<file path="config.mk">
export PLATFORM = sky130hd
export DESIGN_NAME = branch_predictor
export DESIGN_NICKNAME = d
export VERILOG_FILES = /design/src/rtl/branch_predictor_pkg.sv /design/src/rtl/branch_target_buffer.sv /design/src/rtl/branch_predictor.sv
export SDC_FILE = /design/constraint.sdc
export NUM_CORES = 2
export LEC_CHECK = 0
export BUFFER_PORTS_ARGS = -buffer_cell sky130_fd_sc_hd__buf_2
export CAP_MARGIN = 10
export CORE_MARGIN = 2
export CORE_UTILIZATION = 50
export CTS_BUF_LIST = sky130_fd_sc_hd__clkbuf_2 sky130_fd_sc_hd__clkbuf_4 sky130_fd_sc_hd__clkbuf_8
export CTS_CLUSTER_DIAMETER = 60
export CTS_CLUSTER_SIZE = 30
export DETAILED_ROUTE_END_ITERATION = 10
export MAX_ROUTING_LAYER = met4
export PLACE_DENSITY = 0.71
export SETUP_SLACK_MARGIN = 0.2
export SYNTH_ARGS = -nofsm -noshare
export SYNTH_HDL_FRONTEND = slang
export SYNTH_HIERARCHICAL = 1
export SYNTH_MEMORY_MAX_BITS = 65536
export SYNTH_SLANG_ARGS = --single-unit
</file>
<file path="constraint.sdc">
create_clock -name clk -period 8.6 [get_ports clk]
set_input_delay 0.86 -clock clk [delete_from_list [all_inputs] [get_ports clk]]
set_output_delay 0.86 -clock clk [all_outputs]
set_load 0.03 [all_outputs]
</file>
<file path="src/rtl/branch_predictor_pkg.sv">
// Shared branch-prediction types: PHT counters, PHT index path, BTB entry and predictor FSM state.
package branch_predictor_pkg;

    localparam int PC_WIDTH_DEF      = 32;
    localparam int BTB_ENTRY_NUM_DEF = 64;
    localparam int PHT_ENTRY_NUM_DEF = 256;
    localparam int PHT_INDEX_WIDTH   = $clog2(PHT_ENTRY_NUM_DEF);
    localparam int BTB_TAG_WIDTH     = PC_WIDTH_DEF - 2 - $clog2(BTB_ENTRY_NUM_DEF);

    typedef enum logic [1:0] {
        STRONG_NT = 2'b00,
        WEAK_NT   = 2'b01,
        WEAK_T    = 2'b10,
        STRONG_T  = 2'b11
    } BranchPredCounter;

    // Carried alongside the instruction in the pipeline-register structs.
    typedef logic [PHT_INDEX_WIDTH-1:0] PhtIndexPath;

    typedef struct packed {
        logic                     valid;
        logic [BTB_TAG_WIDTH-1:0] tag;
        logic [PC_WIDTH_DEF-1:0]  target;
    } BtbEntry;

    typedef enum logic {
        INIT  = 1'b0,
        READY = 1'b1
    } PredState;

    function automatic BranchPredCounter nextCounter(BranchPredCounter c, logic taken, logic isJump);
        BranchPredCounter n;
        n = c;
        if (isJump) begin
            n = STRONG_T;
        end else if (taken) begin
            case (c)
                STRONG_NT: n = WEAK_NT;
                WEAK_NT:   n = WEAK_T;
                default:   n = STRONG_T;
            endcase
        end else begin
            case (c)
                STRONG_T: n = WEAK_T;
                WEAK_T:   n = WEAK_NT;
                default:  n = STRONG_NT;
            endcase
        end
        return n;
    endfunction

endpackage

</file>
<file path="src/rtl/branch_target_buffer.sv">
// Direct-mapped BTB: synchronous read-first lookup, one write port, sweep-driven valid clear.
module branch_target_buffer #(
    parameter int PC_WIDTH  = 32,
    parameter int ENTRY_NUM = 64,
    localparam int IW = $clog2(ENTRY_NUM),
    localparam int TW = PC_WIDTH - 2 - IW
) (
    input  logic                clk,
    input  logic                rdEn,
    input  logic [PC_WIDTH-1:0] rdPc,
    output logic                rdHit,
    output logic [PC_WIDTH-1:0] rdTarget,
    input  logic                clrEn,
    input  logic [IW-1:0]       clrIdx,
    input  logic                wrEn,
    input  logic [PC_WIDTH-1:0] wrPc,
    input  logic [PC_WIDTH-1:0] wrTarget
);

    logic                valid  [ENTRY_NUM];
    logic [TW-1:0]       tag    [ENTRY_NUM];
    logic [PC_WIDTH-1:0] target [ENTRY_NUM];

    logic [IW-1:0] rdIdx, wrIdx;
    logic          validQ;
    logic [TW-1:0] tagQ, lookupTagQ;
    logic          unusedLowBits;

    assign rdIdx = rdPc[2 +: IW];
    assign wrIdx = wrPc[2 +: IW];
    assign unusedLowBits = ^{rdPc[1:0], wrPc[1:0]};

    // Reads sample the array before this edge's write lands (read-first).
    always_ff @(posedge clk) begin
        if (rdEn) begin
            validQ     <= valid[rdIdx];
            tagQ       <= tag[rdIdx];
            rdTarget   <= target[rdIdx];
            lookupTagQ <= rdPc[PC_WIDTH-1 -: TW];
        end
        if (clrEn) begin
            valid[clrIdx] <= 1'b0;
        end else if (wrEn) begin
            valid[wrIdx]  <= 1'b1;
            tag[wrIdx]    <= wrPc[PC_WIDTH-1 -: TW];
            target[wrIdx] <= wrTarget;
        end
    end

    assign rdHit = validQ && (tagQ == lookupTagQ);

endmodule

</file>
<file path="src/rtl/branch_predictor.sv">
// Gshare predictor: PHT of 2-bit counters indexed by PC^GHR plus a direct-mapped BTB, trained at resolution.
module branch_predictor
    import branch_predictor_pkg::*;
#(
    parameter int PC_WIDTH      = 32,
    parameter int BTB_ENTRY_NUM = 64,
    parameter int PHT_ENTRY_NUM = 256,
    localparam int G = $clog2(PHT_ENTRY_NUM)
) (
    input  logic                clk,
    input  logic                rst,
    output logic                ready,
    input  logic                fetchValid,
    input  logic                fetchStall,
    input  logic [PC_WIDTH-1:0] fetchPc,
    output logic                isBranchTakenPredicted,
    output logic [PC_WIDTH-1:0] predictedNextPC,
    output logic [G-1:0]        predictedPhtIndex,
    input  logic                updateValid,
    input  logic                updateIsJump,
    input  logic [PC_WIDTH-1:0] updatePc,
    input  logic [G-1:0]        updatePhtIndex,
    input  logic                updateTaken,
    input  logic [PC_WIDTH-1:0] updateTarget
);

    localparam int SWEEP_NUM = (BTB_ENTRY_NUM > PHT_ENTRY_NUM) ? BTB_ENTRY_NUM : PHT_ENTRY_NUM;
    localparam int CW        = $clog2(SWEEP_NUM);
    localparam int BI        = $clog2(BTB_ENTRY_NUM);

    PredState         state, stateNext;
    logic [CW-1:0]    initCnt;
    logic             initActive;
    BranchPredCounter pht [PHT_ENTRY_NUM];
    BranchPredCounter rdCtr, phtWData;
    logic             phtWe;
    logic [G-1:0]     phtWIdx, ghr, phtIdx, phtIdxQ;
    logic             lookupOk, btbHit, takenPred;
    logic [PC_WIDTH-1:0] nextPcQ, btbTarget;

    always_ff @(posedge clk) begin
        if (rst) state <= INIT;
        else     state <= stateNext;
    end

    always_comb begin
        stateNext = state;
        case (state)
            INIT:    if (initCnt == CW'(SWEEP_NUM - 1)) stateNext = READY;
            default: stateNext = state;
        endcase
    end

    always_comb begin
        ready      = (state == READY);
        initActive = (state == INIT);
    end

    always_ff @(posedge clk) begin
        if (rst)             initCnt <= '0;
        else if (initActive) initCnt <= initCnt + CW'(1);
    end

    always_ff @(posedge clk) begin
        if (rst)                        ghr <= '0;
        else if (ready && updateValid)  ghr <= {ghr[G-2:0], updateTaken};
    end

    assign phtIdx = fetchPc[2 +: G] ^ ghr;

    always_comb begin
        phtWe    = 1'b0;
        phtWIdx  = updatePhtIndex;
        phtWData = nextCounter(pht[updatePhtIndex], updateTaken, updateIsJump);
        if (initActive) begin
            phtWe    = 32'(initCnt) < PHT_ENTRY_NUM;
            phtWIdx  = initCnt[G-1:0];
            phtWData = WEAK_NT;
        end else if (updateValid) begin
            phtWe = 1'b1;
        end
    end

    always_ff @(posedge clk) begin
        if (phtWe)       pht[phtWIdx] <= phtWData;
        if (!fetchStall) rdCtr <= pht[phtIdx];
    end

    // lookupOk gates the stale memory read data whenever the lookup was idle or outside READY.
    always_ff @(posedge clk) begin
        if (rst) begin
            lookupOk <= 1'b0;
            nextPcQ  <= '0;
            phtIdxQ  <= '0;
        end else if (!fetchStall) begin
            lookupOk <= fetchValid && ready;
            nextPcQ  <= fetchPc + PC_WIDTH'(4);
            phtIdxQ  <= phtIdx;
        end
    end

    branch_target_buffer #(
        .PC_WIDTH  (PC_WIDTH),
        .ENTRY_NUM (BTB_ENTRY_NUM)
    ) btb (
        .clk      (clk),
        .rdEn     (!fetchStall),
        .rdPc     (fetchPc),
        .rdHit    (btbHit),
        .rdTarget (btbTarget),
        .clrEn    (initActive && (32'(initCnt) < BTB_ENTRY_NUM)),
        .clrIdx   (initCnt[BI-1:0]),
        .wrEn     (ready && updateValid && updateTaken),
        .wrPc     (updatePc),
        .wrTarget (updateTarget)
    );

    assign takenPred              = lookupOk && btbHit && rdCtr[1];
    assign isBranchTakenPredicted = takenPred;
    assign predictedNextPC        = takenPred ? btbTarget : nextPcQ;
    assign predictedPhtIndex      = phtIdxQ;

endmodule

</file>
Yosys cells after proc, flatten, opt, wreduce, memory -nomap -nowiden
Memory sizes are Yosys's and may differ from the RTL's. A register that Yosys moved wholly into a read port is not among the register bits. Index checks and enable logic that the tools add are counted.

Bits in registers: 82. Word-level logic and storage cells: 55. RAM bits: 4160. Memories kept: 4. Output and inout bits: 42.

Memories: btb.target (words 64, bits a word 32, read ports 1, clocked after memory_dff 1, wr ports 1, line branch_target_buffer.sv:22) `logic [PC_WIDTH-1:0] target [ENTRY_NUM];`; btb.tag (words 64, bits a word 24, read ports 1, clocked after memory_dff 1, wr ports 1, line branch_target_buffer.sv:21) `logic [TW-1:0] tag [ENTRY_NUM];`; pht (words 256, bits a word 2, read ports 2, clocked after memory_dff 1, wr ports 1, line branch_predictor.sv:34) `BranchPredCounter pht [PHT_ENTRY_NUM];`; btb.valid (words 64, bits a word 1, read ports 1, clocked after memory_dff 1, wr ports 1, line branch_target_buffer.sv:20) `logic valid [ENTRY_NUM];`.

Reductions and logical operators: 13. Multiplexer cells: 21. Add/subtract/negate cells: 2. Equal/unequal tests: 5. Bitwise logic cells: 2. $lt $le $gt $ge: 1.

Operator list (number): $add 32x3->32 const B (1); $mux 32 (1); $eq 24x24->1 (1); $mux 1 (13); $add 8x1->8 const B (1); $eq 8x8->1 const B (1); $lt 8x7->1 const B (1); $mux 8 (1); $pmux 2 s2 (2); $xor 8x8->8 (1); $logic_and 1x1->1 (7); $mux 2 (3); $mux 6 (1); $eq 2x2->1 const B (2); $logic_not 1->1 (4); $eq 2x1->1 const B (1); $logic_not 2->1 (1); $not 1->1 (1); $reduce_or 1->1 (1).

Logic depth before layout (Yosys ltp)
Depth after elaboration: 7. Mapped depth: 12. Depth with buffers taken out: 8.

Modules after synthesis
The synthesis kept the hierarchy.

By module, submodules not included: branch_target_buffer (seq. area each 111977.4 µm², cells an instance 6056, instances 1, area each 140846.3 µm²); branch_predictor (seq. area each 16565.9 µm², cells an instance 1814, instances 1, area each 26315.2 µm²).

Worst setup path after synthesis
Ideal clock, no wire load.

Path type: in2reg. From: input port updatePhtIndex[0]. To: memory pht[0][1] in the netlist's numbering, data pin. Path slack: 1.671 ns. Arrival time: 6.080 ns. Buffers on the path: 4. Cell stages on the path: 11. Setup time: 0.849 ns. Path through: buf_2 -> buf_2 -> buf_4 -> buf_2 -> o21ai_0 -> o221a_2 -> o41ai_1 -> o31ai_1 -> a22oi_1 -> maj3_1 -> o21a_1.

Longest elaborated chain between the ends: 6. Elaborated cells on any way between the ends: 10. Those cells by class: eq/ne: 3; mux: 5; reduce/logical: 1; memory: 1.

RTL lines: start, declared (line branch_predictor.sv:22) `input logic [G-1:0] updatePhtIndex,`; $mem_v2 256x2 *; $eq 2x2->1, or another cell as far along (line branch_predictor_pkg.sv:43) `case (c)`; $pmux 2 s2, on equally long branches (line branch_predictor_pkg.sv:43, branch_predictor_pkg.sv:37); $mux 2 * (line branch_predictor_pkg.sv:36) `end else if (taken) begin`; $mux 2 * (line branch_predictor_pkg.sv:34) `if (isJump) begin`; $mux 2 * (line branch_predictor.sv:75) `if (initActive) begin`; named net phtWData[1] (line branch_predictor.sv:35) `BranchPredCounter rdCtr, phtWData;`; end, declared (line branch_predictor.sv:34).

The timed path passes the listed nets; every way through them passes the cells marked *.

Worst setup path in the final report
From: register state, in the netlist ready. To: memory btb.target[7][7] (enable).

Longest elaborated chain between the ends: 5. Elaborated cells on any way between the ends: 7. Those cells by class: mux: 3; bitwise: 1; reduce/logical: 3.

RTL lines: start, declared (line branch_predictor.sv:31) `PredState state, stateNext;`; start signal, assigned (line branch_predictor.sv:43) `else state <= stateNext;`; $logic_and 1x1->1 (2 in series) (line branch_predictor.sv:113) `.wrEn (ready && updateValid && updateTaken),`; $mux 1 (line branch_target_buffer.sv:43) `end else if (wrEn) begin`; $mux 1 * (line branch_target_buffer.sv:41) `if (clrEn) begin`; $mux 1 (implied by the code) * (line branch_target_buffer.sv:46) `target[wrIdx] <= wrTarget;`; end, declared (line branch_target_buffer.sv:22).

Mark *: on every way between the ends. The rest lies on a longest branch, timed or not.

==> results.cfg <==
[final_layout]
final_cell_mix = edfxtp_1 (4242), mux4_2 (1054), nor2_1 (475), clkbuf_8 (281), buf_4 (210)
regArea_um2 = 129000
nets = 8188
multi_input_comb_area_um2 = 36900
area_growth_syn_to_layout_pct = 8.05
finalInstanceArea_um2 = 181000
finalNonFillerCells = 12714
fill_cells = 24707
final_common_cell = edfxtp_1
drive_gt1_frac = 0.251

[critical_path]
startpoint_type = register
path_max_fanout = 28
cp-end-kind = register
critPathArrivalTime_ps = 6290
crit_type = register to register
required_ps = 9260

[synth]
ys_async_sr_fraction = 0
muxShareOfSynthArea = 0.156
yosys_register_bits = 4300
synth_compound_area_frac = 0.0326
ys.flop_type = edfxtp_1
syn-mean-instance-area_um2 = 21.2
synthAdderAreaFrac = 0.000277
yosys.area_share.simple = 0.0246
seq_area_frac_synth = 0.769
synth_edf_count = 4242
yosysWarnings = 6
yosysUniqueCellTypes = 64
synth_xor_xnor_area_share = 0.00362
syn_nets = 7983
synth_cells = 7870
syn_area_um2 = 167000
synth_top_family_by_area = multiplexers

[timing]
min_period_ps = 5630
tightest_slew_ps = 1340
relSlewSlack = 0.110
fin_setup_tns_ps = 0
slew_viol_final = 0
rsz0062_at_grt = false
hold_viol = 0
worst_slack_ps = 2970
setup_viol = 0
fin_crit_sh = 0.654
fmax_mhz = 178
finClkSkew_ps = 139

[clock_network]
post_cts_buffers = 0
cts.clk_slew.worst_paths_ps = 130
clk_path_buf_depth = 4
clk_latency_ps = 1140
h-tree-depth = 5
clk_root_buffer_cell = clkbuf_8
cts-resized-gates = 0
hold_buffers = 23
numCtsBuffers = 277
cts_tree = built
clock_sinks = 4300

[global_route]
grt_max_degree = 161
grt.total_usage = 0.262
grt-ovfl-total = 0
grt_pass1_wl_um = 615000
grt_pass1_vias = 83151
antenna_found_initial = 34

[placement]
placed_area_um2 = 174000
dp_hpwl_um = 250000
place.gp.congestion = 0.861
dp_slack_ps = 2370
portBuffers = 150
dp.cells = 12156

[die]
core_um2 = 333000
start_util = 0.502
die-area_um2 = 339000
rows = 212
die_h_um = 582
chipWidth_um = 582
ioPinCount = 153

[routing]
drt_iter0_drc = 12684
dr_total_vias = 83720
avgRoutedWirePerCell_um = 34.2
ant_nets = 0
wl_um = 435000
drtPass1Iterations = 6
post-route-drc-count = 0
avgViaCountPerCell = 6.58

[status]
outcome = finished, final reports clean

[power_and_ir_drop]
power_density_nw_per_um2 = 202
ir_worst_vdd_mv = 0.147
p_leak_uw = 0.0551

[flow_run]
cap_violations = 0

[hold_path]
hold_path.class = input pin to register
[layer usage]
layer / GRT usage / vias to the layer above / part of all wire
met2: 0.408 / 5106 / 0.48
met3: 0.0479 / 899 / 0.10
met4: 0.107 / 0 / 0.046
met5: - / - / 0
li1: - / 33375 / -
met1: 0.346 / 44340 / 0.37
[synthesized netlist by cell type (11+ instances only)]
master / number / area share
a2111oi_0: 11 / 0.00058
a21oi_1: 151 / 0.0045
a221oi_1: 90 / 0.0047
a22o_1: 67 / 0.0035
a22oi_1: 172 / 0.0077
a31oi_1: 26 / 0.00097
buf_1: 48 / 0.0011
buf_2: 83 / 0.0025
buf_4: 93 / 0.0042
buf_6: 13 / 0.00088
clkbuf_1: 236 / 0.0053
dfxtp_1: 58 / 0.0069
edfxtp_1: 4242 / 0.76
inv_1: 17 / 0.00038
mux2_2: 48 / 0.0032
mux2i_1: 173 / 0.010
mux4_2: 1054 / 0.14
nand2_1: 210 / 0.0047
nand2b_1: 21 / 0.00079
nand3_1: 49 / 0.0015
nand3b_1: 18 / 0.00081
nand4_1: 14 / 0.00052
nor2_1: 541 / 0.012
nor2b_1: 21 / 0.00079
nor3_1: 22 / 0.00066
nor4_1: 15 / 0.00056
o21ai_0: 18 / 0.00054
o221ai_1: 48 / 0.0025
o22ai_1: 151 / 0.0057
xnor2_1: 25 / 0.0013
xor2_1: 44 / 0.0023
[cells by family (layout without fill, tap and decap cells)]
| group | count (synthesis) | in the layout |
|---|---|---|
| flip-flops | 4300 | 4300 |
| multiplexers | 1275 | 1275 |
| AND/OR/NAND/NOR | 960 | 960 |
| AO/OA/AOI/OAI | 770 | 770 |
| buffers and inverters | 492 | 927 |
| XOR/XNOR | 69 | 69 |
| adder cells (fa/ha/maj) | 4 | 4 |
| other | 0 | 22 |
[path summary, 6_finish.rpt]
path	startpoint	to	slack, ps	depth (start not counted)
setup / recovery	ready$_SDFF_PP0_	btb/target[7][7]$_DFFE_PP_	2970	10
hold reg to reg	predictedPhtIndex[7]$_SDFFE_PP0N_	predictedPhtIndex[7]$_SDFFE_PP0N_	460	2
setup reg to reg	ready$_SDFF_PP0_	btb/target[7][7]$_DFFE_PP_	2970	10
hold / removal	fetchValid	lookupOk$_SDFFE_PP0N_	90	4
[report_power, final]
| part | switching, uW | internal, uW | total (uW) | leakage (uW) |
|---|---|---|---|---|
| Sequential | 64.5 | 23000 | 23100 | 0.0387 |
| Clock | 7390 | 3960 | 11300 | 0.00325 |
| Combinational | 1300 | 711 | 2010 | 0.0131 |
| Total | 8750 | 27700 | 36400 | 0.0551 |
[area by class of cell]
cell class              count  area share
flip-flops and latches   4300       0.712
multi-input cells        3078       0.204
well taps                4387      0.0304
clock buffers             295      0.0220
repair buffers            400      0.0165
clock inverters           214      0.0145
inverters                  18    0.000402
diodes                     22    0.000305
[critical path, cell delays in order, from the launching register on]
cell and delay [ps]:
dfxtp_1 340, buf_4 300, and2_1 380, nand2_1 290, inv_1 140, nand2b_1 400
nor2_1 580, nand3_1 770, nor2_4 700, buf_4 500, buf_4 690
[sequential cells by signal, summed over array words and instances, names as in the netlist]
signal and cells:
btb/valid 64, btb/tagQ 24, ghr 8, btb/validQ 1
lookupOk 1, btb/target 2048, predictedPhtIndex 8, btb/lookupTagQ 24
btb/tag 1536, nextPcQ 32, ready 1, initCnt 8
btb/rdTarget 32, pht 512, rdCtr 1
[per-stage QoR]
step | power (uW) | utilization | hold WS, ps
after CTS | 36500 | 0.542 | 1.21
after global routing | 37300 | 0.542 | 77.2
after floorplan | 24700 | - | 437
final | 36400 | 0.542 | 89.9
after global placement | 25500 | 0.521 | 445
after detailed placement | 25500 | 0.521 | 453
No activity file was read; power rests on OpenSTA's default activity.
